--- config.mk ---
export PLATFORM = sky130hd
export DESIGN_NAME = instr_trace_unit
export DESIGN_NICKNAME = d
export VERILOG_FILES = /design/src/rtl/instr_trace_unit.sv
export SDC_FILE = /design/constraint.sdc
export NUM_CORES = 1
export LEC_CHECK = 0
export BUFFER_PORTS_ARGS = -buffer_cell sky130_fd_sc_hd__buf_2
export CORE_ASPECT_RATIO = 0.8
export CORE_MARGIN = 5
export CORE_UTILIZATION = 61
export DETAILED_ROUTE_END_ITERATION = 10
export GPL_TIMING_DRIVEN = 1
export PLACE_DENSITY = 0.89
export SLEW_MARGIN = 20
export SYNTH_ARGS = -nofsm -noshare
export SYNTH_HDL_FRONTEND = slang
export SYNTH_SLANG_ARGS = --single-unit
--- constraint.sdc ---
create_clock -name clk -period 18.24 [get_ports clk]
set_input_delay 3.648 -clock clk [delete_from_list [all_inputs] [get_ports clk]]
set_output_delay 3.648 -clock clk [all_outputs]
set_load 0.01 [all_outputs]
--- src/rtl/instr_trace_unit.sv ---
// -----------------------------------------------------------------------------
// instr_trace_unit
//
// Follows each instruction fetch through request, grant, read-valid and
// decode, timestamps every phase against a free-running cycle counter and
// buffers the resulting trace records in a first-word fall-through FIFO that
// is drained through a valid/ready port.
//
// Ports
//   clk, rst            clock, asynchronous active-high reset
//   trace_en            enables starting new captures
//   instr_req/addr      fetch request and address
//   instr_grant         fetch grant
//   instr_rvalid/rdata  fetch data valid and instruction word
//   is_decoding         decode stage consumes an instruction this cycle
//   trace_valid/ready   record output handshake (head of FIFO)
//   trace_addr/data     head record address and instruction word
//   trace_t_*           head record phase timestamps
//   fifo_level          records buffered
//   overflow_count      records dropped on a full FIFO (saturating)
//   missed_count        granted fetches not captured (saturating)
//
// Build option
//   TRACE_RDATA_EN  when defined, the instruction word is stored per record
//                   and driven on trace_data; otherwise trace_data is 0.
// -----------------------------------------------------------------------------
module instr_trace_unit #(
   parameter int ADDR_WIDTH = 32,
   parameter int DATA_WIDTH = 32,
   parameter int TIME_WIDTH = 32,
   parameter int FIFO_DEPTH = 8,
   parameter int CNT_WIDTH  = 16
) (
   input  logic                          clk,
   input  logic                          rst,
   input  logic                          trace_en,
   input  logic                          instr_req,
   input  logic [ADDR_WIDTH-1:0]         instr_addr,
   input  logic                          instr_grant,
   input  logic                          instr_rvalid,
   input  logic [DATA_WIDTH-1:0]         instr_rdata,
   input  logic                          is_decoding,
   output logic                          trace_valid,
   input  logic                          trace_ready,
   output logic [ADDR_WIDTH-1:0]         trace_addr,
   output logic [DATA_WIDTH-1:0]         trace_data,
   output logic [TIME_WIDTH-1:0]         trace_t_req,
   output logic [TIME_WIDTH-1:0]         trace_t_gnt,
   output logic [TIME_WIDTH-1:0]         trace_t_rvalid,
   output logic [TIME_WIDTH-1:0]         trace_t_dec,
   output logic [$clog2(FIFO_DEPTH):0]   fifo_level,
   output logic [CNT_WIDTH-1:0]          overflow_count,
   output logic [CNT_WIDTH-1:0]          missed_count
);

   localparam int PW = $clog2(FIFO_DEPTH);
   localparam int LW = PW + 1;

   // state       | meaning
   // S_IDLE      | no capture in flight
   // S_WAIT_GNT  | request latched, waiting for grant
   // S_WAIT_RVAL | granted, waiting for read data
   // S_WAIT_DEC  | data latched, waiting for decode; record pushed on decode
   typedef enum logic [1:0] {
      S_IDLE      = 2'd0,
      S_WAIT_GNT  = 2'd1,
      S_WAIT_RVAL = 2'd2,
      S_WAIT_DEC  = 2'd3
   } state_t;

   state_t                state_q, state_d;
   logic [TIME_WIDTH-1:0] cnt_q;

   logic [ADDR_WIDTH-1:0] addr_q;
   logic [TIME_WIDTH-1:0] t_req_q, t_gnt_q, t_rv_q;

   logic ld_req, ld_gnt, ld_rv, push;
   logic start_req, missed_evt;

   logic [PW-1:0]         wr_ptr_q, rd_ptr_q;
   logic [LW-1:0]         level_q, level_d;
   logic [CNT_WIDTH-1:0]  ovf_q, missed_q;
   logic                  pop, full, wr_en, ovf_evt;

   logic [ADDR_WIDTH-1:0] mem_addr_q  [FIFO_DEPTH];
   logic [TIME_WIDTH-1:0] mem_t_req_q [FIFO_DEPTH];
   logic [TIME_WIDTH-1:0] mem_t_gnt_q [FIFO_DEPTH];
   logic [TIME_WIDTH-1:0] mem_t_rv_q  [FIFO_DEPTH];
   logic [TIME_WIDTH-1:0] mem_t_dec_q [FIFO_DEPTH];

   assign start_req = trace_en & instr_req;

   always_ff @(posedge clk or posedge rst) begin
      if (rst) begin
         cnt_q <= '0;
      end else begin
         cnt_q <= cnt_q + TIME_WIDTH'(1);
      end
   end

   // Capture FSM: next state and latch enables
   always_comb begin
      state_d = state_q;
      ld_req  = 1'b0;
      ld_gnt  = 1'b0;
      ld_rv   = 1'b0;
      push    = 1'b0;
      case (state_q)
         S_IDLE: begin
            if (start_req) begin
               ld_req  = 1'b1;
               ld_gnt  = instr_grant;
               state_d = instr_grant ? S_WAIT_RVAL : S_WAIT_GNT;
            end
         end
         S_WAIT_GNT: begin
            if (instr_grant) begin
               ld_gnt  = 1'b1;
               state_d = S_WAIT_RVAL;
            end
         end
         S_WAIT_RVAL: begin
            if (instr_rvalid) begin
               ld_rv   = 1'b1;
               state_d = S_WAIT_DEC;
            end
         end
         S_WAIT_DEC: begin
            if (is_decoding) begin
               push    = 1'b1;
               state_d = S_IDLE;
               // The completing cycle may also start the next capture; the
               // pushed record comes from the old capture registers.
               if (start_req) begin
                  ld_req  = 1'b1;
                  ld_gnt  = instr_grant;
                  state_d = instr_grant ? S_WAIT_RVAL : S_WAIT_GNT;
               end
            end
         end
         default: state_d = S_IDLE;
      endcase
   end

   // A grant seen in WAIT_GNT belongs to the current capture; any other
   // req&grant that is not a new start is a fetch we did not trace.
   assign missed_evt = instr_req & instr_grant & ~ld_req & (state_q != S_WAIT_GNT);

   always_ff @(posedge clk or posedge rst) begin
      if (rst) begin
         state_q <= S_IDLE;
         addr_q  <= '0;
         t_req_q <= '0;
         t_gnt_q <= '0;
         t_rv_q  <= '0;
      end else begin
         state_q <= state_d;
         if (ld_req) begin
            addr_q  <= instr_addr;
            t_req_q <= cnt_q;
         end
         if (ld_gnt) t_gnt_q <= cnt_q;
         if (ld_rv)  t_rv_q  <= cnt_q;
      end
   end

   // Record FIFO
   assign pop     = (level_q != '0) & trace_ready;
   assign full    = (level_q == LW'(FIFO_DEPTH));
   assign wr_en   = push & (~full | pop);
   assign ovf_evt = push & full & ~pop;

   always_comb begin
      level_d = level_q;
      if (wr_en && !pop) begin
         level_d = level_q + LW'(1);
      end else if (!wr_en && pop) begin
         level_d = level_q - LW'(1);
      end
   end

   always_ff @(posedge clk or posedge rst) begin
      if (rst) begin
         wr_ptr_q <= '0;
         rd_ptr_q <= '0;
         level_q  <= '0;
         ovf_q    <= '0;
         missed_q <= '0;
      end else begin
         level_q <= level_d;
         if (wr_en) wr_ptr_q <= wr_ptr_q + PW'(1);
         if (pop)   rd_ptr_q <= rd_ptr_q + PW'(1);
         if (ovf_evt && (ovf_q != '1))       ovf_q    <= ovf_q + CNT_WIDTH'(1);
         if (missed_evt && (missed_q != '1)) missed_q <= missed_q + CNT_WIDTH'(1);
      end
   end

   // Storage has no reset; outputs are gated by trace_valid instead.
   always_ff @(posedge clk) begin
      if (wr_en) begin
         mem_addr_q[wr_ptr_q]  <= addr_q;
         mem_t_req_q[wr_ptr_q] <= t_req_q;
         mem_t_gnt_q[wr_ptr_q] <= t_gnt_q;
         mem_t_rv_q[wr_ptr_q]  <= t_rv_q;
         mem_t_dec_q[wr_ptr_q] <= cnt_q;
      end
   end

   assign trace_valid    = (level_q != '0);
   assign trace_addr     = trace_valid ? mem_addr_q[rd_ptr_q]  : '0;
   assign trace_t_req    = trace_valid ? mem_t_req_q[rd_ptr_q] : '0;
   assign trace_t_gnt    = trace_valid ? mem_t_gnt_q[rd_ptr_q] : '0;
   assign trace_t_rvalid = trace_valid ? mem_t_rv_q[rd_ptr_q]  : '0;
   assign trace_t_dec    = trace_valid ? mem_t_dec_q[rd_ptr_q] : '0;
   assign fifo_level     = level_q;
   assign overflow_count = ovf_q;
   assign missed_count   = missed_q;

`ifdef TRACE_RDATA_EN
   logic [DATA_WIDTH-1:0] data_q;
   logic [DATA_WIDTH-1:0] mem_data_q [FIFO_DEPTH];

   always_ff @(posedge clk or posedge rst) begin
      if (rst) begin
         data_q <= '0;
      end else if (ld_rv) begin
         data_q <= instr_rdata;
      end
   end

   always_ff @(posedge clk) begin
      if (wr_en) mem_data_q[wr_ptr_q] <= data_q;
   end

   assign trace_data = trace_valid ? mem_data_q[rd_ptr_q] : '0;
`else
   logic unused_rdata;
   assign unused_rdata = ^instr_rdata;
   assign trace_data   = '0;
`endif

endmodule
==> results.py <==
metrics = {
    "outcome": {
        "status": "completed",
    },
    "clock_tree": {
        "post_cts_resized": 0,
        "clock_path_buffers": 3,
        "clock_sinks": 1484,
        "post-cts-setup-buffers": 0,
        "cts_inserted_buffers": 135,
        "hold_buffers": 0,
        "htreeDepth": 4,
        "cts_tree": "done",
        "clkTransAtPathRegs_ps": 60,
        "clk_latency_ps": 720,
        "cts_root_buffer": "clkbuf_16",
    },
    "timing": {
        "fmax_mhz": 118,
        "slew_violations": 0,
        "setup_viol": 0,
        "period_share": 0.463,
        "slew_headroom": 0.248,
        "hold_viol": 0,
        "tightest_slew_ps": 1130,
        "finalClockSkew_ps": 23.5,
        "rsz0062_at_grt": "no",
        "period_needed_ps": 8440,
        "timing.hold.ws_ps": 508,
        "fin_tns_setup_ps": 0,
    },
    "drt": {
        "route.detailed.drc": 0,
        "routed_wl_um": 130000,
        "firstDrtPassIters": 5,
        "vias": 28000,
        "viasPerCell": 6.50,
        "routedWlPerCell_um": 30.2,
        "drtAntennaViolNets": 0,
        "initialDrtViolationCount": 3368,
    },
    "finish": {
        "nFillCells": 5446,
        "drive_gt1_frac": 0.307,
        "num_antenna_cells": 0,
        "multi_input_area_mm2": 0.0129,
        "regArea_mm2": 0.0436,
        "fin_nets": 3059,
        "area_growth_pct": 11.4,
        "mostFrequentLayoutCells": "edfxtp_1, mux4_2, buf_2",
        "layout_commonest_cell": "edfxtp_1",
    },
    "job": {
        "drv_cap": 0,
    },
    "floorplanning": {
        "rows": 100,
        "die_area_mm2": 0.100,
        "coreArea_mm2": 0.0932,
        "die_w_um": 353,
        "ios": 301,
        "initial_utilization": 0.616,
        "dieHeight_um": 284,
    },
    "synthesis": {
        "synth-seq-cells": 1484,
        "ys_warn_count": 0,
        "synth.avg_cell_area_um2": 21.4,
        "syn_inst": 2684,
        "netlist_area_mm2": 0.0574,
        "seq_area_frac_synth": 0.758,
        "synth_cell_type_count": 52,
    },
    "power": {
        "combPwrFrac": 0.250,
        "vdd_drop_max_v": 0.000110,
        "p_sw_mw": 2.77,
        "p_sw_frac": 0.297,
        "powerDensity_mw_per_mm2": 146,
        "p_int_mw": 6.56,
        "seqPwrFrac": 0.452,
        "p_leak_nw": 23.5,
        "clockPowerShare": 0.298,
    },
    "placement": {
        "io_buffer_count": 236,
        "hpwlAfterDp_um": 66100,
        "gp_congestion": 0.844,
    },
    "setup_path": {
        "critical_path_class": "register to output port",
        "worstPathRequired_ps": 14590,
        "timing.rr.start": "state_q[0]",
        "reg2reg_depth": 8,
        "endpoint_kind": "output port",
        "arrival_ps": 4800,
        "r2r_slack_ps": 13020,
        "crit_fanout": 64,
        "startpoint_type": "register",
        "r2r-end": "mem_t_req_q[2][21]",
    },
    "hold_path": {
        "worstHoldEndpoint": "overflow_count[5]",
        "hp-start": "overflow_count[5]",
        "whs_path_depth": 1,
        "hold_class": "register to register",
    },
    "global_route": {
        "grt_pass1_vias": 30200,
        "grt_max_degree": 162,
        "gr-total-overflow": 0,
        "antenna_found_initial": 1,
        "grt_pass1_wl_um": 195000,
        "grt_use_total": 0.262,
    },
}
==> synthesized netlist by cell type (all sizes together) <==
library cell  instances  area [µm²]
xnor2                32         280
mux2i               161        1610
or2                   1        6.26
a21oi                 3        26.3
nor3                 17         106
nand4b                3        26.3
fa                    1        20.0
o211a                 1        17.5
dfrtp               204        5100
a31oi                 2        12.5
buf                 135        1000
edfxtp             1280       38400
and3b                 1        8.76
o21ai                 2        10.0
and4b                 1        10.0
nor2b                 1        6.26
and4bb                1        12.5
xor2                 32         280
clkbuf               24        92.6
and2                  3        18.8
nand3                19        95.1
inv                  12        45.0
mux4                320        7210
nand2                29         109
nand2b                6        37.5
ha                   13         163
o31ai                 1        21.3
nor4                 12        96.3
nor4b                 1        8.76
and4                  8        70.1
o22ai                 3        18.8
nor3b                 4        30.0
nand4                24         150
a221oi                1        8.76
mux2                136        1530
a21o                  1        7.51
o311ai                1        16.3
nor2                178         668
and3                  8        50.1
conb                  1        3.75
nor4bb                1        10.0
==> power groups by stage <==
stage / logic (mW) / clock network (mW) / registers (mW)
after floorplan: 1.70 / 0 / 4.17
after global placement: 2.28 / 0 / 4.24
after detailed placement: 2.32 / 0 / 4.28
after CTS: 2.37 / 2.81 / 4.22
after global routing: 2.50 / 2.97 / 4.25
final: 2.33 / 2.78 / 4.22
==> critical path, stage by stage, from the launching register on <==
cell and delay [ps]:
dfrtp_4 1040, buf_12 510, buf_16 420, buf_6 610
mux4_2 610, mux2i_1 370, nor2_1 80, buf_2 180
==> how the worst max path moves through the flow <==
stage                           start                 to  depth (start not counted)
after floorplan           trace_ready   mem_addr_q[0][0]                          4
after global placement    is_decoding  mem_addr_q[2][21]                          8
after detailed placement  is_decoding  mem_addr_q[2][25]                          8
after CTS                 rd_ptr_q[0]  trace_t_rvalid[9]                          6
after global routing      rd_ptr_q[0]     trace_t_gnt[0]                          7
final                     rd_ptr_q[0]  trace_t_rvalid[9]                          7
==> kinds of logic (layout without fill, tap and decap cells) <==
family	Yosys count	in the layout	share of synthesized area
buffers and inverters	171	540	0.0198
other	1	32	0.0000653
XOR/XNOR	64	64	0.00976
multiplexers	617	617	0.180
AND/OR/NAND/NOR	318	318	0.0265
adder cells (fa/ha/maj)	14	14	0.00318
AO/OA/AOI/OAI	15	15	0.00242
flip-flops	1484	1484	0.758
==> metrics by stage <==
step	utilization	total power [mW]	cells	setup slack, ps	cell area, µm²
after global placement	0.639	6.52	4059	10080	59600
after floorplan	-	5.88	2715	2310	57600
after CTS	0.686	9.39	4307	9440	64000
after global routing	0.687	9.72	4308	9320	64000
final	0.687	9.33	4308	9800	64000
after detailed placement	0.639	6.61	4059	9960	59600
==> final cells by class <==
class	count	share of cell area
flip-flops and latches	1484	0.680
multi-input cells	1060	0.202
clock buffers	203	0.0614
repair buffers	280	0.0247
well taps	1224	0.0239
clock inverters	45	0.00653
inverters	12	0.000821
==> registers in the layout, indices dropped and copies added, names as in the netlist <==
signal          count
wr_ptr_q            3
mem_t_rv_q        256
fifo_level          4
mem_t_dec_q       256
mem_t_req_q       256
t_req_q            32
t_gnt_q            32
cnt_q              32
mem_addr_q        256
overflow_count     16
state_q             2
mem_t_gnt_q       256
t_rv_q             32
addr_q             32
missed_count       16
rd_ptr_q            3
==> layer usage <==
metal | share of wire | global-route usage | vias to the layer above
li1 | - | - | 11400
met1 | 0.36 | 0.350 | 14700
met2 | 0.52 | 0.441 | 1687
met3 | 0.095 | 0.0571 | 255
met4 | 0.029 | 0.0826 | 2
met5 | 0.00013 | 0 | -
Power figures use the tool's default switching activity.
